## config.mk

```make
export PLATFORM = sky130hd
export DESIGN_NAME = water_flow_monitor
export DESIGN_NICKNAME = d
export VERILOG_FILES = /design/src/rtl/water_flow_pkg.sv /design/src/rtl/level_delta_checker.sv /design/src/rtl/water_flow_monitor.sv
export SDC_FILE = /design/constraint.sdc
export NUM_CORES = 1
export LEC_CHECK = 0
export ABC_CLOCK_PERIOD_IN_PS = 3790
export BUFFER_PORTS_ARGS = -buffer_cell sky130_fd_sc_hd__buf_2
export CORE_ASPECT_RATIO = 0.8
export CORE_MARGIN = 5
export CORE_UTILIZATION = 62
export CTS_BUF_LIST = sky130_fd_sc_hd__clkbuf_8
export DETAILED_ROUTE_END_ITERATION = 10
export PLACE_DENSITY = 0.82
export SYNTH_ARGS = -nofsm -noshare
export SYNTH_HDL_FRONTEND = slang
export SYNTH_SLANG_ARGS = --single-unit
```

## constraint.sdc

```tcl
create_clock -name clk -period 3.79 [get_ports clk]
set_clock_uncertainty 0.15 [all_clocks]
set_input_delay 0.9475 -clock clk [delete_from_list [all_inputs] [get_ports clk]]
set_output_delay 0.9475 -clock clk [all_outputs]
set_load 0.05 [all_outputs]
```

## src/rtl/water_flow_pkg.sv

```systemverilog
// ============================================================================
// Module : water_flow_pkg
// Brief  : Shared defaults and mode encoding for the water flow monitor.
// Rev    : 1.0 - initial release
// ============================================================================
`default_nettype none

package water_flow_pkg;

    localparam int DEFAULT_LEVEL_W    = 10;
    localparam int DEFAULT_THRESHOLD  = 10;
    localparam int DEFAULT_TIME_LIMIT = 10;

    typedef enum logic {
        MODE_DRAIN = 1'b0,
        MODE_FILL  = 1'b1
    } mode_t;

endpackage : water_flow_pkg

`default_nettype wire

```

## src/rtl/level_delta_checker.sv

```systemverilog
// ============================================================================
// Module : level_delta_checker
// Brief  : Combinational progress detector comparing two level samples.
// Rev    : 1.0 - initial release
// ============================================================================
`default_nettype none

module level_delta_checker
    import water_flow_pkg::*;
#(
    parameter int LEVEL_W   = DEFAULT_LEVEL_W,
    parameter int THRESHOLD = DEFAULT_THRESHOLD
) (
    input  logic [LEVEL_W-1:0] current_level,
    input  logic [LEVEL_W-1:0] previous_level,
    input  mode_t              mode,
    output logic               progress
);

    localparam logic [LEVEL_W-1:0] c_threshold = LEVEL_W'(THRESHOLD);

    logic [LEVEL_W-1:0] w_rise;
    logic [LEVEL_W-1:0] w_fall;
    logic               w_fill_ok;
    logic               w_drain_ok;

    // Each subtraction is only trusted when its direction guard holds.
    assign w_rise     = current_level - previous_level;
    assign w_fall     = previous_level - current_level;
    assign w_fill_ok  = (current_level > previous_level) && (w_rise >= c_threshold);
    assign w_drain_ok = (previous_level > current_level) && (w_fall >= c_threshold);

    assign progress = (mode == MODE_FILL) ? w_fill_ok : w_drain_ok;

endmodule : level_delta_checker

`default_nettype wire

```

## src/rtl/water_flow_monitor.sv

```systemverilog
// ============================================================================
// Module : water_flow_monitor
// Brief  : Flags a flow fault after TIME_LIMIT consecutive no-progress samples.
//          Define WFM_STICKY_ERROR_EN to hold error_flag until reset.
// Rev    : 1.0 - initial release
// ============================================================================
`default_nettype none

module water_flow_monitor
    import water_flow_pkg::*;
#(
    parameter int LEVEL_W    = DEFAULT_LEVEL_W,
    parameter int THRESHOLD  = DEFAULT_THRESHOLD,
    parameter int TIME_LIMIT = DEFAULT_TIME_LIMIT
) (
    input  logic               clk,
    input  logic               reset,
    input  logic [LEVEL_W-1:0] water_level_sensor,
    input  logic               mode,
    output logic               error_flag
);

    localparam int                   CNT_W        = $clog2(TIME_LIMIT + 1);
    localparam logic [CNT_W-1:0]     c_time_limit = CNT_W'(TIME_LIMIT);
    localparam logic [CNT_W-1:0]     c_cnt_one    = CNT_W'(1);

    logic [LEVEL_W-1:0] r_previous_level;
    logic [CNT_W-1:0]   r_counter;
    logic               r_error_flag;
    mode_t              r_prev_mode;

    mode_t              w_mode;
    logic               w_progress;
    logic [CNT_W-1:0]   w_counter_inc;

    assign w_mode        = mode_t'(mode);
    assign w_counter_inc = r_counter + c_cnt_one;

    level_delta_checker #(
        .LEVEL_W   (LEVEL_W),
        .THRESHOLD (THRESHOLD)
    ) u_level_delta_checker (
        .current_level  (water_level_sensor),
        .previous_level (r_previous_level),
        .mode           (w_mode),
        .progress       (w_progress)
    );

    always_ff @(posedge clk) begin
        if (reset) begin
            r_previous_level <= water_level_sensor;
            r_prev_mode      <= w_mode;
            r_counter        <= '0;
            r_error_flag     <= 1'b0;
        end else begin
            r_previous_level <= water_level_sensor;
            r_prev_mode      <= w_mode;
            // A mode switch restarts the stall window without judging progress.
            if (w_mode != r_prev_mode) begin
                r_counter <= '0;
            end else if (w_progress) begin
                r_counter <= '0;
`ifdef WFM_STICKY_ERROR_EN
`else
                r_error_flag <= 1'b0;
`endif
            end else if (r_counter != c_time_limit) begin
                r_counter <= w_counter_inc;
                if (w_counter_inc == c_time_limit) begin
                    r_error_flag <= 1'b1;
                end
            end
        end
    end

    assign error_flag = r_error_flag;

endmodule : water_flow_monitor

`default_nettype wire

```

==> results of run 1 <==
## worst register-to-register path: cells and delay by family, from the launching register on
family,cells,cell delay (ns)
buf+inv,2,0.11
compound gates,7,1.53
fa+ha+maj,2,0.55
flops,1,0.32
## worst paths after layout
path                                     from                       to
setup / recovery        water_level_sensor[4]  error_flag$_SDFFE_PP0P_
hold / removal        error_flag$_SDFFE_PP0P_  error_flag$_SDFFE_PP0P_
setup reg to reg  r_previous_level[0]$_DFF_P_  error_flag$_SDFFE_PP0P_
hold reg to reg       error_flag$_SDFFE_PP0P_  error_flag$_SDFFE_PP0P_
## state kept, by name, indices dropped and copies added, names as in the netlist
name / count
error_flag: 1
r_counter: 4
r_prev_mode: 1
r_previous_level: 10
## routing by layer
| layer | vias to the layer above | global-route usage [%] | routed length (microns) |
|---|---|---|---|
| met3 | 8 | 4.67 | 250 |
| met2 | 66 | 34.5 | 1700 |
| met1 | 669 | 27.8 | 1600 |
| met5 | - | 0 | 0 |
| li1 | 701 | - | - |
| met4 | 0 | 6.07 | 76 |
## logic make-up after synthesis
group,count (synthesis),share of synthesized area (%)
compound gates,50,24.0
xor+xnor,13,7.10
fa+ha+maj,25,20.4
buf+inv,37,9.91
flops,16,20.0
mux,4,2.50
simple gates,51,16.1
## cell type report
type                       count  area [sq um]
clock buffer                   3          41.3
fill                         201           753
inverter                      30           113
multi-input combinational    143          1120
sequential                    16           320
tap                           36          45.0
timing repair buffer          13          65.1
## through the flow
step           instances  hold WS (ns)  util, %
2_1_floorplan        196         0.405        -
3_3_place_gp         238         0.410     67.7
3_5_place_dp         238         0.420     67.7
4_1_cts              241         0.431     69.4
5_1_grt              241         0.453     69.4
6_report             241         0.433     69.4
## power groups by stage
stage | Sequential, mW | Clock, mW | Combinational [mW]
after floorplan | 0.184 | 0 | 0.152
after global placement | 0.185 | 0 | 0.180
after detailed placement | 0.186 | 0 | 0.189
after CTS | 0.182 | 0.136 | 0.192
after global routing | 0.183 | 0.143 | 0.216
final | 0.182 | 0.134 | 0.197
## cell usage in the layout, fill, tap and decap left out, types with 4 or more instances in the layout
cell type	n
a21oi_1	13
xnor2_1	7
ha_1	23
mux2i_1	4
a211oi_1	4
xor2_1	6
nor2_1	9
o21a_1	4
inv_1	30
nor3_1	11
o21ai_0	8
nand3_1	4
nand2_1	12
buf_2	13
dfxtp_1	16
==> results.md, run 1 <==
- Status: completed
- CP cell instances: buf_2 > inv_1 > ha_1 > a21oi_1 > o22ai_2 > o41ai_4 > xnor2_1 > or3_1 > a2111oi_2
- Initial antenna violation count: 0
- PortBufs: 13
- Logic pwr share: 38.4%
- H-tree depth: 1
- Vias in the first global route: 1405
- Number of distinct library cells after synthesis: 47
- Clk pwr share: 26.1%
- Place WS: 0.336 ns
- Max Clk Rate: 308 MHz
- Peak VDD IR: 261 uV
- DRT antenna net count: 0
- WS Path Type: input pin to register
- Initial Utilization: 65.1%
- Final setup margin: 0.545 ns
- # IOs: 14
- CTS tree: yes
- Hold Crit Depth: 2
- Routed vias: 1444
- CTS Buf Count: 3
- Post-synth top area share: 20.0%
- Max-cap violations: 0
- # setup viols final: 0
- Slew Limit Fails: 0
- Most instantiated library cell after synthesis: inv_1
- Setup crit end kind: register
- Post-DP Area: 1670 sq um
- Clk slew on worst S/H paths: 0.07 ns
- Final instance area: 1710 sq um
- Worst-skew pair later-pin latency: 0.25 ns
- Root buffer cell: clkbuf_8
- Remaining Overflow, GRT: 0
- Worst hold path class: register to register
- Tcrit/Tclk final: 85.6%
- Placeable core region: 2460 sq um
- CTS resizes: 0
- PwrDens: 300 nW/um^2
- Chip Height: 55.5 microns
- PnR Total Power: 0.512 mW
- Internal Power: 0.326 mW
- Setup repair bufs after CTS: 0
- Via density: 5.99
- Final TNS setup: 0 ns
- CP max stage delay: 0.47 ns
- Drt drc: 0
- Critical Path AT: 3.25 ns
- WP depth: 9
- Die X: 66.9 microns
- Critical-path top delay cell: ha_1
- Post-synth ARST share: 0%
- Min Tclk post-route: 3.24 ns
- Final nets: 245
- Synthesis-to-finish area growth: 6.55%
- Clock sinks: 16
- Sequential share of power: 35.5%
- NetSw: 0.186 mW
- Number of synthesis warnings: 0
- Synth Instances: 196
- Hold Buf Count CTS: 0
- Most used DFF post-synth: dfxtp_1
- Syn Area/Cell: 8.18 sq um
- Share of cells above drive strength 1: 12.7%
- Mapped Nets: 234
- Synth cell count leaders: 30 x inv_1, 23 x ha_1, 16 x dfxtp_1
- GRT Total Usage: 21.2%
- CP required: 3.79 ns
- Post-synth EDFFs: 0
- Final hold vios: 0
- RSZ-0062 raised after global routing: false
- Startpoint Class: input pin
- Critical Path Fanout Max: 14
- Switching Share: 36.3%
- Largest net degree at the start of global routing: 15
- GPL Wtd Cong: 0.854
- CP top delay family: compound AO/OA/AOI/OAI gates
- Flop2flop setup slack: 1.03 ns
- First-pass GRT wire length: 6.24 mm
- Clk buf depth: 2
- Worst slew pin tran: 0.629 ns
- Die area: 3710 sq um
- Seq cells post-synth: 16
- Seq/Total Area, Yosys: 20.0%
- Worst rel slew slack: 57.0%
- Worst r2r path cells: 11
- Initial drt markers: 129
- Crit path buf inv count: 2
- Cell Rows: 16
- TritonRoute pass-1 iters: 5
- Pleak: 0.783 nW
- Detailed placer's ending HPWL: 2.79 mm
- Per-cell routed wire length: 15.1 microns
- Synth area leader: dfxtp_1
- Synth area leaders: dfxtp_1 20%, ha_1 18%, inv_1 7.0%
- Syn Std Cell Area: 1600 sq um
- Post-Route WL: 3.63 mm
- # diodes: 0
Note: power is estimated with default switching activity, not from simulation.
==> inputs of run 2 (changes only) <==
--- a/config.mk
+++ b/config.mk
@@ -9,10 +9,10 @@
 export BUFFER_PORTS_ARGS = -buffer_cell sky130_fd_sc_hd__buf_2
 export CORE_ASPECT_RATIO = 0.8
 export CORE_MARGIN = 5
-export CORE_UTILIZATION = 62
+export CORE_UTILIZATION = 55
 export CTS_BUF_LIST = sky130_fd_sc_hd__clkbuf_8
 export DETAILED_ROUTE_END_ITERATION = 10
-export PLACE_DENSITY = 0.82
+export PLACE_DENSITY = 0.74
 export SYNTH_ARGS = -nofsm -noshare
 export SYNTH_HDL_FRONTEND = slang
 export SYNTH_SLANG_ARGS = --single-unit
==> run 2 against run 1 <==
Sequential share of layout area decreased by 0.18 points. Die area rose by 11%. Non-clock buffer count is the same. Register-to-register slack got worse by 0.14 ns. Global-route usage down 3.9 points. Design area increased by 0.95%. Largest cell class unchanged. Clock power up 19%. First-iteration DRC count shrank 57%. Routed wire length down 6.3%. Final cell count increased by 1.2%. Power increased by 4.1%.
==> results.md, run 2 (synthesized netlist as in run 1, its figures left out) <==
- Status: completed
- Max Clk Rate: 301 MHz (-2.5%)
- Worst Hold Margin: 0.454 ns (+0.0211 ns)
- GPL Wtd Cong: 0.796 (-6.9%)
- Die X: 70.4 microns (+5.3%)
- Setup crit end kind: register
- Critical Path AT: 3.34 ns (+0.09 ns)
- Seq. cell area: 320 sq um (unchanged)
- CP required: 3.80 ns (about the same)
- Worst rel slew slack: 55.1% (-1.9 points)
- # setup viols final: 0 (unchanged)
- Initial drt markers: 55 (-57%)
- Worst-skew pair later-pin latency: 0.26 ns (about the same)
- Commonest non-fill, non-tap cells in the layout: 30 x inv_1, 23 x ha_1, 16 x dfxtp_1
- Pleak: 0.790 nW (+0.92%)
- Slew Limit Fails: 0 (unchanged)
- PwrDens: 309 nW/um^2 (+3.2%)
- Post-DP Area: 1670 sq um (+0.15%)
- Chip Height: 58.3 microns (+5.1%)
- First-pass GRT wire length: 5.72 mm (-8.4%)
- Post-Route WL: 3.40 mm (-6.3%)
- Setup repair bufs after CTS: 0 (unchanged)
- Share of cells above drive strength 1: 13.1% (+0.42 points)
- DRT antenna net count: 0 (unchanged)
- Final hold vios: 0 (unchanged)
- FILL cells: 257 (+28%)
- Initial antenna violation count: 0 (unchanged)
- Largest net degree at the start of global routing: 15 (unchanged)
- Startpoint Class: input pin
- Top reg by flops: r_previous_level
- Clock sinks: 16 (unchanged)
- Final TNS setup: 0 ns (unchanged)
- Max-cap violations: 0 (unchanged)
- GRT Total Usage: 17.3% (-3.9 points)
- Clk slew on worst S/H paths: 0.07 ns (about the same)
- H-tree depth: 1 (unchanged)
- Drt drc: 0 (unchanged)
- # IOs: 14 (unchanged)
- Min Tclk post-route: 3.33 ns (+0.0828 ns)
- Final nets: 245 (unchanged)
- Initial Utilization: 57.6% (-7.6 points)
- Worst hold path class: register to register
- Die area: 4100 sq um (+11%)
- Commonest non-fill, non-tap cell in the layout: inv_1
- Worst slew pin tran: 0.657 ns (+0.0277 ns)
- Clk buf depth: 2 (unchanged)
- Synthesis-to-finish area growth: 7.57%
- TritonRoute pass-1 iters: 4 (-1)
- # diodes: 0 (unchanged)
- Routed vias: 1344 (-6.9%)
- PortBufs: 13 (unchanged)
- Peak VDD IR: 220 uV (-16%)
- Tcrit/Tclk final: 87.8% (+2.2 points)
- Placeable core region: 2790 sq um (+13%)
- Area occupied by multi-input gates: 1120 sq um (unchanged)
- Cell Rows: 17 (+1)
- Largest regs: r_previous_level x10, r_counter x4
- Detailed placer's ending HPWL: 2.68 mm (-4.1%)
- WS Path Type: input pin to register
- CTS Buf Count: 3 (unchanged)
- Hold Buf Count CTS: 0 (unchanged)
- Remaining Overflow, GRT: 0 (unchanged)
- RSZ-0062 raised after global routing: false
- CTS tree: yes
- Vias in the first global route: 1276 (-9.2%)
- Final instance area: 1730 sq um (+0.95%)
- Largest register FFs: 10 (unchanged)
- Root buffer cell: clkbuf_8
- Critical Path Fanout Max: 3 (-11)
- CTS resizes: 0 (unchanged)
- Via density: 5.51 (-8.1%)
- Per-cell routed wire length: 13.9 microns (-7.5%)
-- run 2: cell count changes in the layout (fill, tap and decap cells not counted), sizes merged --
cell	change
clkbuf	+1
-- run 2: final timing paths --
kind | startpoint | to | slack, ns | cells after the start
max | water_level_sensor[0] | error_flag$_SDFFE_PP0P_ | 0.46 | 11
min | r_counter[3]$_SDFFE_PP0N_ | r_counter[3]$_SDFFE_PP0N_ | 0.45 | 3
max reg2reg | r_previous_level[0]$_DFF_P_ | error_flag$_SDFFE_PP0P_ | 0.89 | 11
min reg2reg | r_counter[3]$_SDFFE_PP0N_ | r_counter[3]$_SDFFE_PP0N_ | 0.45 | 3
-- run 2: layer usage --
layer / part of all wire, % / GRT usage, % / vias up
met3: 3.9 / 4.61 / 4
met1: 49 / 22.2 / 620
met5: 0 / 0 / -
met4: 1.1 / 5.46 / 0
li1: - / - / 696
met2: 45 / 28.7 / 24
-- run 2: layout make-up --
cell class,count,share of cell area [%]
clock buffers,4,3.19
repair buffers,13,3.77
inverters,30,6.53
multi-input cells,143,65.2
well taps,38,2.76
flip-flops and latches,16,18.6
-- run 2: per-stage QoR --
step / total power [mW] / cells / util (%) / setup WS, ns
floorplan: 0.336 / 196 / - / 0.666
global placement: 0.367 / 240 / 59.9 / 0.372
detailed placement: 0.373 / 240 / 59.9 / 0.204
CTS: 0.534 / 244 / 61.9 / 0.467
global route: 0.564 / 244 / 61.9 / 0.308
finish: 0.534 / 244 / 61.9 / 0.463
-- run 2: report_power, final --
group,internal [mW],switching [mW]
clock,0.0926,0.0675
sequential,0.176,0.00566
combinational,0.0789,0.113
-- run 2: worst max-delay path, stage by stage --
cell and delay [ns]:
buf_2 0.10, ha_1 0.17, inv_1 0.06, fa_1 0.40
a21oi_1 0.16, o21ai_1 0.13, a21o_1 0.23, o311a_1 0.30
o41ai_1 0.40, a211oi_1 0.14, a2111oi_2 0.30
==> inputs of run 3 (changes only) <==
--- a/config.mk
+++ b/config.mk
@@ -6,13 +6,15 @@
 export NUM_CORES = 1
 export LEC_CHECK = 0
 export ABC_CLOCK_PERIOD_IN_PS = 3790
-export BUFFER_PORTS_ARGS = -buffer_cell sky130_fd_sc_hd__buf_2
+export BUFFER_PORTS_ARGS = -buffer_cell sky130_fd_sc_hd__buf_4
+export CELL_PAD_IN_SITES_DETAIL_PLACEMENT = 0
+export CELL_PAD_IN_SITES_GLOBAL_PLACEMENT = 1
 export CORE_ASPECT_RATIO = 0.8
 export CORE_MARGIN = 5
-export CORE_UTILIZATION = 55
+export CORE_UTILIZATION = 46
 export CTS_BUF_LIST = sky130_fd_sc_hd__clkbuf_8
 export DETAILED_ROUTE_END_ITERATION = 10
-export PLACE_DENSITY = 0.74
+export PLACE_DENSITY = 0.81
 export SYNTH_ARGS = -nofsm -noshare
 export SYNTH_HDL_FRONTEND = slang
 export SYNTH_SLANG_ARGS = --single-unit
==> run 3 against run 2 <==
Non-clock buffer count did not move. Global-route usage decreased by 2.2 points. First-iteration DRC count rose by 25%. Flip-flop and latch count is the same. Critical endpoint unchanged.
==> results.md, run 3 (synthesized netlist as in run 1, its figures left out) <==
- Initial Utilization: 47.2% (-10 points)
- PortBufs: 13 (unchanged)
- Critical-path top delay cell: ha_1
- Top reg by flops: r_previous_level
- Max Clk Rate: 311 MHz (+3.5%)
- RR Startpoint: r_previous_level[0]$_DFF_P_
- Post-Route WL: 3.44 mm (+1.3%)
- Commonest non-fill, non-tap cell in the layout: inv_1
- Routed vias: 1336 (-0.60%)
- Critical path origin: water_level_sensor[2]
- FILL cells: 345 (+34%)
- Tcrit/Tclk final: 84.8% (-3.0 points)
- Slew Limit Fails: 0 (unchanged)
- Per-cell routed wire length: 13.9 microns (-0.31%)
- Setup crit end kind: register
- CP top delay family: compound AO/OA/AOI/OAI gates
- Largest net degree at the start of global routing: 15 (unchanged)
- Share of cells above drive strength 1: 13.1% (unchanged)
- Via density: 5.39 (-2.2%)
- Synthesis-to-finish area growth: 9.91%
- Die X: 76.0 microns (+8.0%)
- WS Path Type: input pin to register
- Detailed placer's ending HPWL: 2.72 mm (+1.5%)
- CTS Buf Count: 3 (unchanged)
- Largest register FFs: 10 (unchanged)
- Clock sinks: 16 (unchanged)
- Root buffer cell: clkbuf_8
- Seq. cell area: 320 sq um (unchanged)
- First-pass GRT wire length: 6.09 mm (+6.5%)
- Final hold vios: 0 (unchanged)
- Largest regs: r_previous_level x10, r_counter x4
- Worst Hold Margin: 0.456 ns (+0.00138 ns)
- Vias in the first global route: 1336 (+4.7%)
- Initial antenna violation count: 0 (unchanged)
- Area occupied by multi-input gates: 1120 sq um (unchanged)
- # diodes: 0 (unchanged)
- GRT Total Usage: 15.2% (-2.2 points)
- Setup repair bufs after CTS: 0 (unchanged)
- Min Tclk post-route: 3.21 ns (-0.114 ns)
- Drt drc: 0 (unchanged)
- CP max stage delay: 0.44 ns (+0.04 ns)
- Clk slew on worst S/H paths: 0.07 ns (about the same)
- Peak VDD IR: 213 uV (-3.3%)
- PwrDens: 304 nW/um^2 (-1.6%)
- Critical Path Fanout Max: 10 (+7)
- Max-cap violations: 0 (unchanged)
- TritonRoute pass-1 iters: 5 (+1)
- Critical Path AT: 3.22 ns (-0.12 ns)
- # IOs: 14 (unchanged)
- Worst slew pin tran: 0.589 ns (-0.0674 ns)
- GPL Wtd Cong: 0.921 (+16%)
- Chip Height: 62.8 microns (+7.7%)
- CP cell instances: buf_4 > inv_1 > ha_1 > a21o_1 > a31oi_2 > o221a_2 > mux2i_1 > nand4_1 > or3_1 > a2111oi_2
- Status: completed
- Placeable core region: 3400 sq um (+22%)
- Final nets: 245 (unchanged)
- DRT antenna net count: 0 (unchanged)
- H-tree depth: 1 (unchanged)
- Die area: 4780 sq um (+16%)
- Final TNS setup: 0 ns (unchanged)
- # setup viols final: 0 (unchanged)
- Startpoint Class: input pin
- Crit path buf inv count: 2 (unchanged)
- Worst rel slew slack: 59.7% (+4.6 points)
- Remaining Overflow, GRT: 0 (unchanged)
- Initial drt markers: 69 (+25%)
- CTS resizes: 0 (unchanged)
- Commonest non-fill, non-tap cells in the layout: 30 x inv_1, 23 x ha_1, 16 x dfxtp_1
- Hold Buf Count CTS: 0 (unchanged)
- Pleak: 0.801 nW (+1.3%)
- Worst hold path class: register to register
- RSZ-0062 raised after global routing: false
- Worst-skew pair later-pin latency: 0.26 ns (about the same)
- Clk buf depth: 2 (unchanged)
- Hold Startpoint: error_flag$_SDFFE_PP0P_
- CP required: 3.80 ns (about the same)
- Cell Rows: 19 (+2)
- CTS tree: yes
==> run 3: metal layers <==
metal  up-vias  track usage (%)  part of all wire, %
met3         2             3.60                  3.4
met1       620             20.2                   50
li1        699                -                    -
met4         0             2.00                 0.52
met5         -                0                    0
met2        15             25.4                   46
==> run 3: path summary, 6_finish.rpt <==
path,cells after the start,slack (ns),end
worst max register to register,11,1.07,error_flag$_SDFFE_PP0P_
worst max-delay path,10,0.58,error_flag$_SDFFE_PP0P_
worst min-delay path,2,0.46,error_flag$_SDFFE_PP0P_
worst min register to register,2,0.46,error_flag$_SDFFE_PP0P_
==> run 3: through the flow <==
step | power (mW) | cell area, sq um | util, % | cells | setup WS [ns]
detailed placement | 0.379 | 1710 | 50.2 | 244 | 0.346
finish | 0.537 | 1760 | 51.9 | 248 | 0.576
global placement | 0.378 | 1710 | 50.2 | 244 | 0.372
global route | 0.573 | 1760 | 51.9 | 248 | 0.371
floorplan | 0.336 | 1600 | - | 196 | 0.666
CTS | 0.541 | 1760 | 51.9 | 248 | 0.601
==> run 3: cell type report <==
class                   count  area share, %
clock buffers               4           3.12
inverters                  30           6.39
repair buffers             13           5.54
flip-flops and latches     16           18.2
well taps                  42           2.98
multi-input cells         143           63.8
==> run 3: power by group <==
group / total, mW / internal [mW] / switching [mW]
sequential: 0.182 / 0.176 / 0.00556
clock: 0.159 / 0.0924 / 0.0666
combinational: 0.196 / 0.0825 / 0.114
==> run 3: worst min-delay path, delay by kind of cell, from the launching register on <==
family          cells  cell delay [ns]
compound gates      2             0.25
flops               1             0.32
